$ cat src/rtl/game_controller_if.sv
// Port bundle for game_controller: move/round requests in, board, tallies and status out.
// The win_cells mask exists only when GAME_CONTROLLER_WIN_LINE_EN is defined.
interface game_controller_if;
  logic [3:0]  cell_sel;
  logic        place;
  logic        new_round;
  logic [17:0] grid;
  logic [3:0]  p1_score;
  logic [3:0]  p2_score;
  logic [3:0]  tie_score;
  logic        turn;
  logic        round_over;
  logic [1:0]  winner;
  logic        move_err;
`ifdef GAME_CONTROLLER_WIN_LINE_EN
  logic [8:0]  win_cells;

  modport master (
    output cell_sel, place, new_round,
    input  grid, p1_score, p2_score, tie_score, turn, round_over, winner, move_err, win_cells
  );
  modport slave (
    input  cell_sel, place, new_round,
    output grid, p1_score, p2_score, tie_score, turn, round_over, winner, move_err, win_cells
  );
`else
  modport master (
    output cell_sel, place, new_round,
    input  grid, p1_score, p2_score, tie_score, turn, round_over, winner, move_err
  );
  modport slave (
    input  cell_sel, place, new_round,
    output grid, p1_score, p2_score, tie_score, turn, round_over, winner, move_err
  );
`endif
endinterface

$ cat src/rtl/game_controller.sv
// Tic-tac-toe round controller: PLAY/CHECK/OVER FSM with wrapping score tallies.
// Optional win_cells mask output enabled by GAME_CONTROLLER_WIN_LINE_EN.
module game_controller #(
  parameter logic [3:0] SCORE_MAX = 4'd9
) (
  input logic        clk,
  input logic        reset,
  game_controller_if.slave bus
);

  typedef enum logic [1:0] {StPlay, StCheck, StOver} state_e;

  // One 9-bit cell mask per line: rows, columns, diagonals.
  localparam logic [71:0] LINE_MASKS = {
    9'b000000111, 9'b000111000, 9'b111000000,
    9'b001001001, 9'b010010010, 9'b100100100,
    9'b100010001, 9'b001010100
  };

  state_e      r_state;
  logic [17:0] r_grid;
  logic [3:0]  r_p1_score;
  logic [3:0]  r_p2_score;
  logic [3:0]  r_tie_score;
  logic        r_turn;
  logic        r_start;
  logic [1:0]  r_winner;
  logic        r_move_err;
  logic [8:0]  r_win_cells;

  logic [1:0]  w_code;
  logic [8:0]  w_mine;
  logic [8:0]  w_full;
  logic [8:0]  w_win_mask;
  logic        w_sel_free;

  function automatic logic [3:0] bump(input logic [3:0] v);
    return (v == SCORE_MAX) ? 4'd0 : v + 4'd1;
  endfunction

  // Only the player who just moved can have completed a line.
  always_comb begin
    w_code     = r_turn ? 2'b10 : 2'b01;
    w_mine     = '0;
    w_full     = '0;
    w_win_mask = '0;
    w_sel_free = 1'b0;
    for (int k = 0; k < 9; k++) begin
      w_mine[k] = (r_grid[17-2*k -: 2] == w_code);
      w_full[k] = (r_grid[17-2*k -: 2] != 2'b00);
      if (bus.cell_sel == 4'(k)) w_sel_free = ~w_full[k];
    end
    for (int i = 0; i < 8; i++) begin
      if ((w_mine & LINE_MASKS[9*i +: 9]) == LINE_MASKS[9*i +: 9]) begin
        w_win_mask = w_win_mask | LINE_MASKS[9*i +: 9];
      end
    end
  end

  always_ff @(posedge clk or posedge reset) begin
    if (reset) begin
      r_state     <= StPlay;
      r_grid      <= '0;
      r_p1_score  <= '0;
      r_p2_score  <= '0;
      r_tie_score <= '0;
      r_turn      <= 1'b0;
      r_start     <= 1'b0;
      r_winner    <= 2'b00;
      r_move_err  <= 1'b0;
      r_win_cells <= '0;
    end else begin
      r_move_err <= 1'b0;
      unique case (r_state)
        StPlay: begin
          if (bus.place) begin
            if (w_sel_free) begin
              for (int k = 0; k < 9; k++) begin
                if (bus.cell_sel == 4'(k)) r_grid[17-2*k -: 2] <= w_code;
              end
              r_state <= StCheck;
            end else begin
              r_move_err <= 1'b1;
            end
          end
        end
        StCheck: begin
          if (w_win_mask != '0) begin
            if (r_turn) r_p2_score <= bump(r_p2_score);
            else        r_p1_score <= bump(r_p1_score);
            r_winner    <= w_code;
            r_win_cells <= w_win_mask;
            r_state     <= StOver;
          end else if (&w_full) begin
            r_tie_score <= bump(r_tie_score);
            r_winner    <= 2'b11;
            r_state     <= StOver;
          end else begin
            r_turn  <= ~r_turn;
            r_state <= StPlay;
          end
        end
        StOver: begin
          if (bus.new_round) begin
            r_grid      <= '0;
            r_winner    <= 2'b00;
            r_win_cells <= '0;
            r_start     <= ~r_start;
            r_turn      <= ~r_start;
            r_state     <= StPlay;
          end
        end
        default: r_state <= StPlay;
      endcase
    end
  end

  assign bus.grid       = r_grid;
  assign bus.p1_score   = r_p1_score;
  assign bus.p2_score   = r_p2_score;
  assign bus.tie_score  = r_tie_score;
  assign bus.turn       = r_turn;
  assign bus.round_over = (r_state == StOver);
  assign bus.winner     = r_winner;
  assign bus.move_err   = r_move_err;
`ifdef GAME_CONTROLLER_WIN_LINE_EN
  assign bus.win_cells  = r_win_cells;
`else
  logic w_unused;
  assign w_unused = ^r_win_cells;
`endif

endmodule

$ cat src/flat_wrapper.sv
// flat-port wrapper written by rule: the top's interface ports become plain ports
module game_controller_flat 
#(
  parameter logic [3:0] SCORE_MAX = 4'd9
)
  (clk, reset, bus_cell_sel, bus_place, bus_new_round, bus_grid, bus_p1_score, bus_p2_score, bus_tie_score, bus_turn, bus_round_over, bus_winner, bus_move_err);
  game_controller_if bus_i ();
  input logic clk;
  input logic reset;
  input wire logic [$bits(bus_i.cell_sel)-1:0] bus_cell_sel;
  input wire logic [$bits(bus_i.place)-1:0] bus_place;
  input wire logic [$bits(bus_i.new_round)-1:0] bus_new_round;
  output wire logic [$bits(bus_i.grid)-1:0] bus_grid;
  output wire logic [$bits(bus_i.p1_score)-1:0] bus_p1_score;
  output wire logic [$bits(bus_i.p2_score)-1:0] bus_p2_score;
  output wire logic [$bits(bus_i.tie_score)-1:0] bus_tie_score;
  output wire logic [$bits(bus_i.turn)-1:0] bus_turn;
  output wire logic [$bits(bus_i.round_over)-1:0] bus_round_over;
  output wire logic [$bits(bus_i.winner)-1:0] bus_winner;
  output wire logic [$bits(bus_i.move_err)-1:0] bus_move_err;
  assign bus_i.cell_sel = bus_cell_sel;
  assign bus_i.place = bus_place;
  assign bus_i.new_round = bus_new_round;
  assign bus_grid = bus_i.grid;
  assign bus_p1_score = bus_i.p1_score;
  assign bus_p2_score = bus_i.p2_score;
  assign bus_tie_score = bus_i.tie_score;
  assign bus_turn = bus_i.turn;
  assign bus_round_over = bus_i.round_over;
  assign bus_winner = bus_i.winner;
  assign bus_move_err = bus_i.move_err;
  game_controller #(.SCORE_MAX(SCORE_MAX)) u_core (.clk(clk), .reset(reset), .bus(bus_i));
endmodule
$ cat config.mk
export PLATFORM = sky130hd
export DESIGN_NAME = game_controller_flat
export DESIGN_NICKNAME = d
export VERILOG_FILES = /design/src/rtl/game_controller_if.sv /design/src/rtl/game_controller.sv /design/src/flat_wrapper.sv
export SDC_FILE = /design/constraint.sdc
export NUM_CORES = 1
export LEC_CHECK = 0
export BUFFER_PORTS_ARGS = -buffer_cell sky130_fd_sc_hd__buf_2
export CAP_MARGIN = 20
export CORE_UTILIZATION = 30
export CTS_CLUSTER_DIAMETER = 60
export DETAILED_ROUTE_END_ITERATION = 12
export GPL_ROUTABILITY_DRIVEN = 0
export PLACE_DENSITY = 0.58
export SETUP_SLACK_MARGIN = 0.5
export SYNTH_ARGS = -nofsm -noshare
export SYNTH_HDL_FRONTEND = slang
export SYNTH_SLANG_ARGS = --single-unit
$ cat constraint.sdc
create_clock -name clk -period 4.4 [get_ports clk]
set_clock_uncertainty 0.1 [all_clocks]
set_input_delay 1.1 -clock clk [delete_from_list [all_inputs] [get_ports clk]]
set_output_delay 1.1 -clock clk [all_outputs]
set_load 0.005 [all_outputs]
# Word-level counts from Yosys, hierarchy flattened
# Cells that the tools add are included.
# word_totals
in_bits	8
regBits	37
output_inout_bits	35
mem_bits_ro	0
mem_bits_rw	0
word_cells	158
mem_count	0
latchBits	0
# classes
div_mod_pow	0
shift	0
bitwise	12
n_lt_le_gt_ge	0
muxes	50
n_reduce_logical	31
n_mul	0
eq_ne	45
addsub	3
# op_table
cell	count
$mux W18	3
$reduce_and A5 Y1	9
$pmux W18 S2	1
$mux W2	17
$mux W9	3
$eq A3 B3 Y1 const B	8
$reduce_bool A2 Y1	11
$ne A2 B1 Y1 const B	10
$eq A2 B2 Y1	9
$eq A4 B3 Y1 const B	4
$eq A4 B4 Y1 const B	4
$mux W1	15
$mux W7	2
$add A4 B1 Y4 const B	3
$mux W4	3
$not A1 Y1	12
$reduce_and A3 Y1	4
$reduce_and A11 Y1	1
$reduce_and A9 Y1	1
$reduce_bool A9 Y1	1
$eq A4 B2 Y1 const B	2
$mux W8	1
$ne A2 B2 Y1 const B	4
$mux W6	1
other kinds (12)	12

# Logic depth before layout (Yosys ltp)
# Gate-level depths: netlist (run 1).
# depth
word_depth	14
ltp_mapped	10
depth_no_buf	8

# Worst setup path after synthesis (run 1)
# Ideal clock, no wire load.
# synth_path
path_type	input -> register
start	input port bus_cell_sel[0]
end	register u_core.r_grid[16] (netlist: u_core.bus.grid[16])
t_arrival_ns	2.550
cell_stages	6
slack_ns	1.626
setup_ns	0.125
path_buffers	0
required_ns	4.175
cell_sequence	or4b_1 -> o21ai_1 -> nor2b_1 -> o21ai_2 -> and2_1 -> mux2_2
# synth_via
elab_chain_cells	12
elab_cells_between_ends	21
cone_classes	eq/ne: 10; mux: 9; reduce/logical: 2
# synth_lines
item	line_no	source
start, declared	flat_wrapper.sv:10	input wire logic [$bits(bus_i.cell_sel)-1:0] bus_cell_sel;
$logic_not A4 Y1	game_controller.sv:51, game_controller.sv:79	
$mux W1 (9 in a row)	game_controller.sv:51	if (bus.cell_sel == 4'(k)) w_sel_free = ~w_full[k];
$ne A2 B1 Y1 (no source line)	-	
$reduce_and A5 Y1 (no source line) *	-	
end signal, assigned by index	game_controller.sv:79	if (bus.cell_sel == 4'(k)) r_grid[17-2*k -: 2] <= w_code;
end, declared	game_controller.sv:21	logic [17:0] r_grid;
# Every way passes the cells marked *; elsewhere a longest branch is shown, timed or not.
# A chain may end at the register's enable or synchronous reset.

# Worst setup path after layout (run 1)
# Ends and elaborated chain as after synthesis.

==> summary.md, run 1 <==
| Metric | Value |
|---|---|
| Count of unique library cells instantiated by Yosys | 53 |
| Most frequent cell after synthesis | sky130_fd_sc_hd__dfrtp_1 |
| Syn nets | 253 |
| Inserted Clock Buffers | 5 |
| Vias | 1,924 |
| Clock root buffer | sky130_fd_sc_hd__clkbuf_8 |
| Routing usage on met3 | about 2.9% |
| Sum of negative setup slack | 0 ns |
| Power per unit of standard cell area | 747.2 nW/um2 |
| Max Fanout on Critical Path | 9 |
| Arrival time of data at the critical path endpoint | ~2.8 ns |
| Initial drt markers | around 140 |
| Setup fix buffers added after clock tree synthesis | 0 |
| Clock period minus worst slack | between 2 and 3 ns |
| Maximum number of pins on one net before global-route repair | 38 |
| Area overhead of the layout relative to synthesis | 18.59% |
| Max Cap Viol | 0 |
| Clock input transition at the sequential cells of the worst setup and hold paths | approximately 0.08 ns |
| Final Hold Vio Count | 0 |
| Slew at the pin closest to its max-slew limit | 0.7234 ns |
| Number of max-slew violations in the final report | 0 |
| Initial antenna violation count | 0 |
| Die span in x | about 90 um |
| Share of cells above drive strength 1 | ~29% |
| Path category of the worst min-delay check | flip-flop to flip-flop |
| Average via count per standard cell | 4.984 |
| Clock Sinks | 37 |
| Layer with the highest usage after global routing | met2 |
| FMAX | about 360 MHz |
| Complex-gate fraction of the synthesized area | between 15 and 20% |
| Bufs on Longest Clock Path | 2 |
| Unrepaired setup endpoints after global routing | no |
| Number of warnings printed during yosys synthesis | 0 |
| Multiplexer share of the synthesized area | between 10% and 20% |
| H-Tree Level Count | 2 |
| Nets | 297 |
| Number of inserted filler cells in the final layout | ~790 |
| Lkg Pwr | 1.174 nW |
| Critical path class | primary input to flip-flop |
| Top FF cell, synth | sky130_fd_sc_hd__dfrtp_1 |
| Antenna cell count | 0 |
| Status | completed |
| Placed wire-length estimate | ~4000 um |
| GRT Residual Overflow | 0 |
| Peak supply drop | 0.2140 mV |
| Met1 layer usage reported by global route | slightly below 20% |
| Adder-cell share of the synthesized area | under 10% |
| Via count of the first global-routing pass | roughly 1,800 |
| Seq cells post-synth | 37 |
| Placement Rows | 31 |
| Total of hold buffers inserted after clock tree synthesis | 0 |
| Simple-gate share of the synthesized area | 22.53% |
| Later-pin clock latency in the skew report | around 0.3 ns |
| Startpoint types | primary input |
| Post-synth EDFFs | 0 |
| Relative max-transition margin | around half |
| Total standard cell area after synthesis | ~2300 um2 |
| Number of search-and-repair iterations in the first detailed-routing pass | 4 |
| I/O pin cnt | 43 |
| Post-route clock period utilization | between 60% and 70% |
| Dominant cell type by area after synthesis | sky130_fd_sc_hd__dfrtp_1 |
| Largest family of logic cells by synthesized area | simple AND/OR/NAND/NOR gates |
| Number of design rule violations left after detail routing | 0 |
| Share of synthesized flip-flops with an asynchronous set or reset | between 90% and 100% |
| Worst Setup End Kind | flip-flop |
| Initial Util | about 31% |
| Die outline height | 89.22 um |
| Final standard cell utilization of the core | between 30% and 40% |
| Remaining antenna violation count after routing | 0 |
| Wire length reported by the detailed router | between 5000 and 6000 um |
| CTS tree | built |
| Global routing usage summed across all routing layers | 14.60% |
| Xor/xnor share of the synthesized area | under 10% |
| Top cells by area, synth | sky130_fd_sc_hd__dfrtp_1 (41%), sky130_fd_sc_hd__mux2_2 (9.4%), sky130_fd_sc_hd__nand2_1 (4.3%), sky130_fd_sc_hd__nand2b_1 (3.3%), sky130_fd_sc_hd__o21ai_0 (2.9%) |
| Core Box Area | ~7300 um2 |
| Post_cts resized | 0 |
| Met2 GRT Util | approximately 25% |
| Total Die Area | approximately 8000 um2 |
| Synth cell count leaders | sky130_fd_sc_hd__dfrtp_1 (37), sky130_fd_sc_hd__nand2_1 (26), sky130_fd_sc_hd__mux2_2 (19), sky130_fd_sc_hd__nor2_1 (16), sky130_fd_sc_hd__o21ai_0 (13) |
| Post-synthesis average cell area | 9.431 um2 |
| First-pass GRT wire length | 8873 um |
| Quantity of I/O buffers inserted on ports | 42 |
| Required time worst endpoint | 4.48 ns |
| Post-synthesis instance total | ~240 |
| Final routed wire length divided by cell count | 14.14 um |
| Share of the yosys chip area belonging to registers | 40.57% |
| Share of the synthesized area in the top cell type | 40.57% |
| Total setup violations reported at the end of the flow | 0 |
[cell usage in the layout, fill, tap and decap left out, drive strengths merged, types with 2 or more instances in the layout]
master,instances
a21oi,10
a31oi,2
a32o,3
a41o,2
and2,2
buf,44
clkbuf,6
dfrtp,37
ha,3
inv,10
mux2,19
mux2i,5
nand2,26
nand2b,12
nand3,7
nand3b,3
nand4,2
nor2,16
nor2b,9
nor3,3
nor3b,2
o21ai,16
o22ai,10
o31ai,2
o32ai,2
or2,3
or3b,3
xnor2,5
xor2,2
[power by group]
| part | total (W) | switching, W | internal [W] |
|---|---|---|---|
| Sequential | 0.000682 | 0.000193 | 0.000489 |
| Clock | 0.000316 | 0.000132 | 0.000184 |
| Combinational | 0.00102 | 0.000537 | 0.000487 |
[sequential cells by signal, indices dropped and copies added (netlist names)]
| signal | cells |
|---|---|
| u_core.bus.turn | 1 |
| u_core.r_start | 1 |
| u_core.bus.move_err | 1 |
| u_core.bus.grid | 18 |
| u_core.r_state | 2 |
| u_core.bus.winner | 2 |
| u_core.bus.tie_score | 4 |
| u_core.bus.p1_score | 4 |
| u_core.bus.p2_score | 4 |
[worst max-delay path, cell delays in order]
cell and delay [ns]:
sky130_fd_sc_hd__buf_2 0.14, sky130_fd_sc_hd__or4b_1 0.55, sky130_fd_sc_hd__o21ai_1 0.24, sky130_fd_sc_hd__nor2b_1 0.09
sky130_fd_sc_hd__o21ai_2 0.15, sky130_fd_sc_hd__and2_1 0.22, sky130_fd_sc_hd__mux2_2 0.33
[routing by layer]
layer / part of all wire (%) / vias up
met5: 0 / -
met4: 0.88 / 0
met3: 3.9 / 4
met2: 48 / 31
met1: 47 / 925
li1: - / 964
[cell families (layout without fill, tap and decap cells)]
kind of cell | count (synthesis) | count (layout)
buffers and inverters | 18 | 63
and+or+nand+nor | 94 | 94
AOI/OAI and AO/OA | 59 | 59
xor gates and xnor gates | 7 | 7
DFF | 37 | 37
adders and majority gates | 3 | 3
muxes | 24 | 24
[path summary, 6_finish.rpt]
| kind | start | endpoint | slack [ns] | cells past startpoint |
|---|---|---|---|---|
| setup / recovery | bus_cell_sel[0] | u_core.bus.grid[16] | 1.65 | 7 |
| hold / removal | u_core.bus.winner[0] | u_core.bus.winner[0] | 0.40 | 1 |
| setup reg to reg | u_core.bus.turn | u_core.bus.winner[1] | 1.74 | 7 |
| hold reg to reg | u_core.bus.winner[0] | u_core.bus.winner[0] | 0.40 | 1 |
| max in group asynchronous | reset | u_core.bus.grid[12] | 3.05 | 3 |
| min in group asynchronous | reset | u_core.bus.p2_score[3] | 0.80 | 3 |
[layout make-up]
type | instances | area, um2 | share of cell area [%]
well taps | 99 | 123.9 | 4.577
flip-flops and latches | 37 | 925.9 | 34.21
inverters | 11 | 41.29 | 1.526
clock buffers | 6 | 82.58 | 3.051
multi-input cells | 187 | 1270 | 46.93
repair buffers | 44 | 225.2 | 8.322
clock inverters | 2 | 37.54 | 1.387
[stage by stage]
| step | instances | power [W] | area, um2 | setup slack (ns) | hold slack (ns) |
|---|---|---|---|---|---|
| final | 386 | 0.002022 | 2706 | 1.651 | 0.3978 |
| after global routing | 386 | 0.002191 | 2706 | 1.522 | 0.4176 |
| after CTS | 386 | 0.002038 | 2706 | 1.651 | 0.4074 |
| after detailed placement | 378 | 0.001715 | 2586 | 1.340 | 0.3877 |
| after global placement | 378 | 0.001707 | 2586 | 1.387 | 0.3841 |
| after floorplan | 242 | 0.001404 | 2282 | 1.626 | 0.3785 |
(Power assumes the default switching activity.)
==> inputs of run 2 (changes only) <==
--- a/config.mk
+++ b/config.mk
@@ -11,7 +11,7 @@
 export CTS_CLUSTER_DIAMETER = 60
 export DETAILED_ROUTE_END_ITERATION = 12
 export GPL_ROUTABILITY_DRIVEN = 0
-export PLACE_DENSITY = 0.58
+export PLACE_DENSITY = 0.6
 export SETUP_SLACK_MARGIN = 0.5
 export SYNTH_ARGS = -nofsm -noshare
 export SYNTH_HDL_FRONTEND = slang
==> constraint.sdc (replaced) <==
create_clock -name clk -period 2.3 [get_ports clk]
set_clock_uncertainty 0.1 [all_clocks]
set_input_delay 0.575 -clock clk [delete_from_list [all_inputs] [get_ports clk]]
set_output_delay 0.575 -clock clk [all_outputs]
set_load 0.005 [all_outputs]
==> run 2 against run 1 <==
Effect of this change:
- critical path depth did not move
- non-clock buffer count up 51
- setup slack worse by 1.5 ns
- sequential power is 94% higher
- count of clock-buffer cells in the layout increased by 1
- worst hold slack got worse by 0.12 ns
- via count is 16% higher
- highest routed layer unchanged
- flip-flop and latch count unchanged
- register-to-register slack worse by 1.6 ns
==> summary.md, run 2 (synthesis results as in run 1) <==
| Metric | Value |
|---|---|
| Final Hold Vio Count | 0 |
| Worst Setup End Kind | flip-flop |
| Post-route clock period utilization | roughly 93% |
| Number of non-filler instances in the completed layout | about 440 |
| Quantity of I/O buffers inserted on ports | 42 |
| Core Box Area | around 7300 um2 |
| Area overhead of the layout relative to synthesis | 56.74% |
| Clock input transition at the sequential cells of the worst setup and hold paths | roughly 0.08 ns |
| Share of cells above drive strength 1 | between 50% and 60% |
| Number of design rule violations left after detail routing | 0 |
| Status | completed |
| Via count of the first global-routing pass | around 2,200 |
| I/O pin cnt | between 40 and 50 |
| Maximum number of pins on one net before global-route repair | 38 |
| Path category of the worst min-delay check | primary input to asynchronous set/reset pin |
| Arrival time of data at the critical path endpoint | 2.23 ns |
| Number of search-and-repair iterations in the first detailed-routing pass | 4 |
| Remaining antenna violation count after routing | 0 |
| Initial drt markers | slightly above 80 |
| Power spent charging and discharging nets | ~0.0023 W |
| Lkg Pwr | between 1.5 and 2 nW |
| Critical path class | flip-flop to flip-flop |
| Area of placed instances | roughly 2800 um2 |
| Place WS | -0.08712 ns |
| H-Tree Level Count | 2 |
| Most frequent cells in the layout | sky130_fd_sc_hd__buf_4 (42), sky130_fd_sc_hd__buf_2 (36), sky130_fd_sc_hd__dfrtp_1 (29) |
| Unrepaired setup endpoints after global routing | yes |
| Placed wire-length estimate | ~4400 um |
| Startpoint types | flip-flop |
| Switching power share of the total | between 40% and 50% |
| Largest register FFs | 18 |
| Slew at the pin closest to its max-slew limit | 0.4886 ns |
| Wire length reported by the detailed router | about 6800 um |
| Max Fanout on Critical Path | 7 |
| Die outline height | 89.22 um |
| Die span in x | 89.22 um |
| Sum of negative setup slack | 0 ns |
| DP Cell Count | around 400 |
| Max Cap Viol | 0 |
| Total of hold buffers inserted after clock tree synthesis | 0 |
| Total setup violations reported at the end of the flow | 0 |
| Clock root buffer | sky130_fd_sc_hd__clkbuf_8 |
| CTS tree | built |
| Clock Sinks | 37 |
| Peak supply drop | 0.6442 mV |
| Global routing usage summed across all routing layers | about 18% |
| Final WS setup | roughly 0.15 ns |
| Number of inserted filler cells in the final layout | between 700 and 800 |
| Initial antenna violation count | 0 |
| Placement Rows | 31 |
| Total Die Area | between 7000 and 8000 um2 |
| Fraction of power consumed by combinational cells | between 60% and 70% |
| GRT Residual Overflow | 0 |
| Summed area of non-filler cells in the final layout | between 3000 and 4000 um2 |
| Initial Util | between 30 and 40% |
| Number of max-slew violations in the final report | 0 |
| Antenna cell count | 0 |
| Average via count per standard cell | a little over 5 |
| Fraction of power consumed by the clock network | under 10% |
| Clock period minus worst slack | around 2.1 ns |
| Power per unit of standard cell area | around 1500 nW/um2 |
| Later-pin clock latency in the skew report | a little under 0.3 ns |
| Final routed wire length divided by cell count | between 15 and 20 um |
| First-pass GRT wire length | roughly 11,000 um |
| Relative max-transition margin | about two thirds |
| Sequential share of power | 24.6% |
| Vias | ~2,200 |
| Final Hold Slack | roughly 0.28 ns |
| FMAX | 466.1 MHz |
| Most common library cell in the layout ignoring fill and taps | sky130_fd_sc_hd__buf_4 |
| Cell internal pwr | slightly above 0.003 W |
| Inserted Clock Buffers | 5 |
| Nets | about 350 |
| Bufs on Longest Clock Path | 2 |
| Required time worst endpoint | about 2.4 ns |
-- run 2: cell count changes in the layout (fill, tap and decap cells not counted), moves of 7 or more --
cell,delta
sky130_fd_sc_hd__dfrtp_1,-8
sky130_fd_sc_hd__o21ai_0,-9
sky130_fd_sc_hd__dfrtp_2,+8
sky130_fd_sc_hd__nand2_1,-11
sky130_fd_sc_hd__nand2_4,+7
sky130_fd_sc_hd__buf_6,+13
sky130_fd_sc_hd__buf_4,+40
-- run 2: cell type report --
| cell class | count | area, um2 | share of cell area (%) |
|---|---|---|---|
| multi-input cells | 188 | 1662 | 46.45 |
| flip-flops and latches | 37 | 935.9 | 26.16 |
| repair buffers | 95 | 711.9 | 19.90 |
| well taps | 99 | 123.9 | 3.463 |
| clock buffers | 7 | 96.34 | 2.693 |
| inverters | 11 | 42.54 | 1.189 |
| clock inverters | 1 | 5.005 | 0.1399 |
-- run 2: final timing paths --
path	depth (start not counted)	from	slack, ns	endpoint
min in group clk	1	u_core.bus.p2_score[0]	0.40	u_core.bus.p2_score[0]
worst min-delay path	3	reset	0.28	u_core.bus.tie_score[3]
max in group asynchronous	3	reset	1.44	u_core.bus.grid[15]
worst max-delay path	7	u_core.bus.turn	0.15	u_core.bus.tie_score[3]
worst min register to register	1	u_core.bus.p2_score[0]	0.40	u_core.bus.p2_score[0]
worst max register to register	7	u_core.bus.turn	0.15	u_core.bus.tie_score[3]
-- run 2: power groups by stage --
stage	Sequential, W	Clock (W)	Combinational, W
6_report	0.00132	0.000506	0.00354
5_1_grt	0.00137	0.000547	0.00380
4_1_cts	0.00131	0.000521	0.00331
3_5_place_dp	0.00132	0	0.00235
3_3_place_gp	0.00131	0	0.00230
2_1_floorplan	0.00123	0	0.00162
-- run 2: through the flow --
stage	utilization, %	power [W]
floorplan	-	0.002849
global placement	39.02	0.003616
detailed placement	39.02	0.003671
CTS	47.32	0.005136
global route	49.06	0.005712
finish	49.06	0.005367
-- run 2: timing repair --
item / 4_1_cts / 5_1_grt
cloned: 2 / 0
pin swaps: 22 / 17
resized for setup: 78 / 27
setup endpoints to repair: 37 / 38
setup buffers: 22 / 4
-- run 2: critical path: stages (launching register included) --
cell	delay (ns)
sky130_fd_sc_hd__dfrtp_2	0.47
sky130_fd_sc_hd__nand3b_1	0.24
sky130_fd_sc_hd__o32ai_1	0.12
sky130_fd_sc_hd__o21ai_1	0.14
sky130_fd_sc_hd__nand4_1	0.24
sky130_fd_sc_hd__buf_4	0.24
sky130_fd_sc_hd__o41a_1	0.30
sky130_fd_sc_hd__a31o_1	0.18
-- run 2: metal layers --
| metal | GRT usage, % | part of all wire, % |
|---|---|---|
| met4 | 6.926 | 2.2 |
| met3 | 3.509 | 3.9 |
| met2 | 31.02 | 49 |
| met1 | 23.40 | 45 |
| met5 | 0 | 0 |
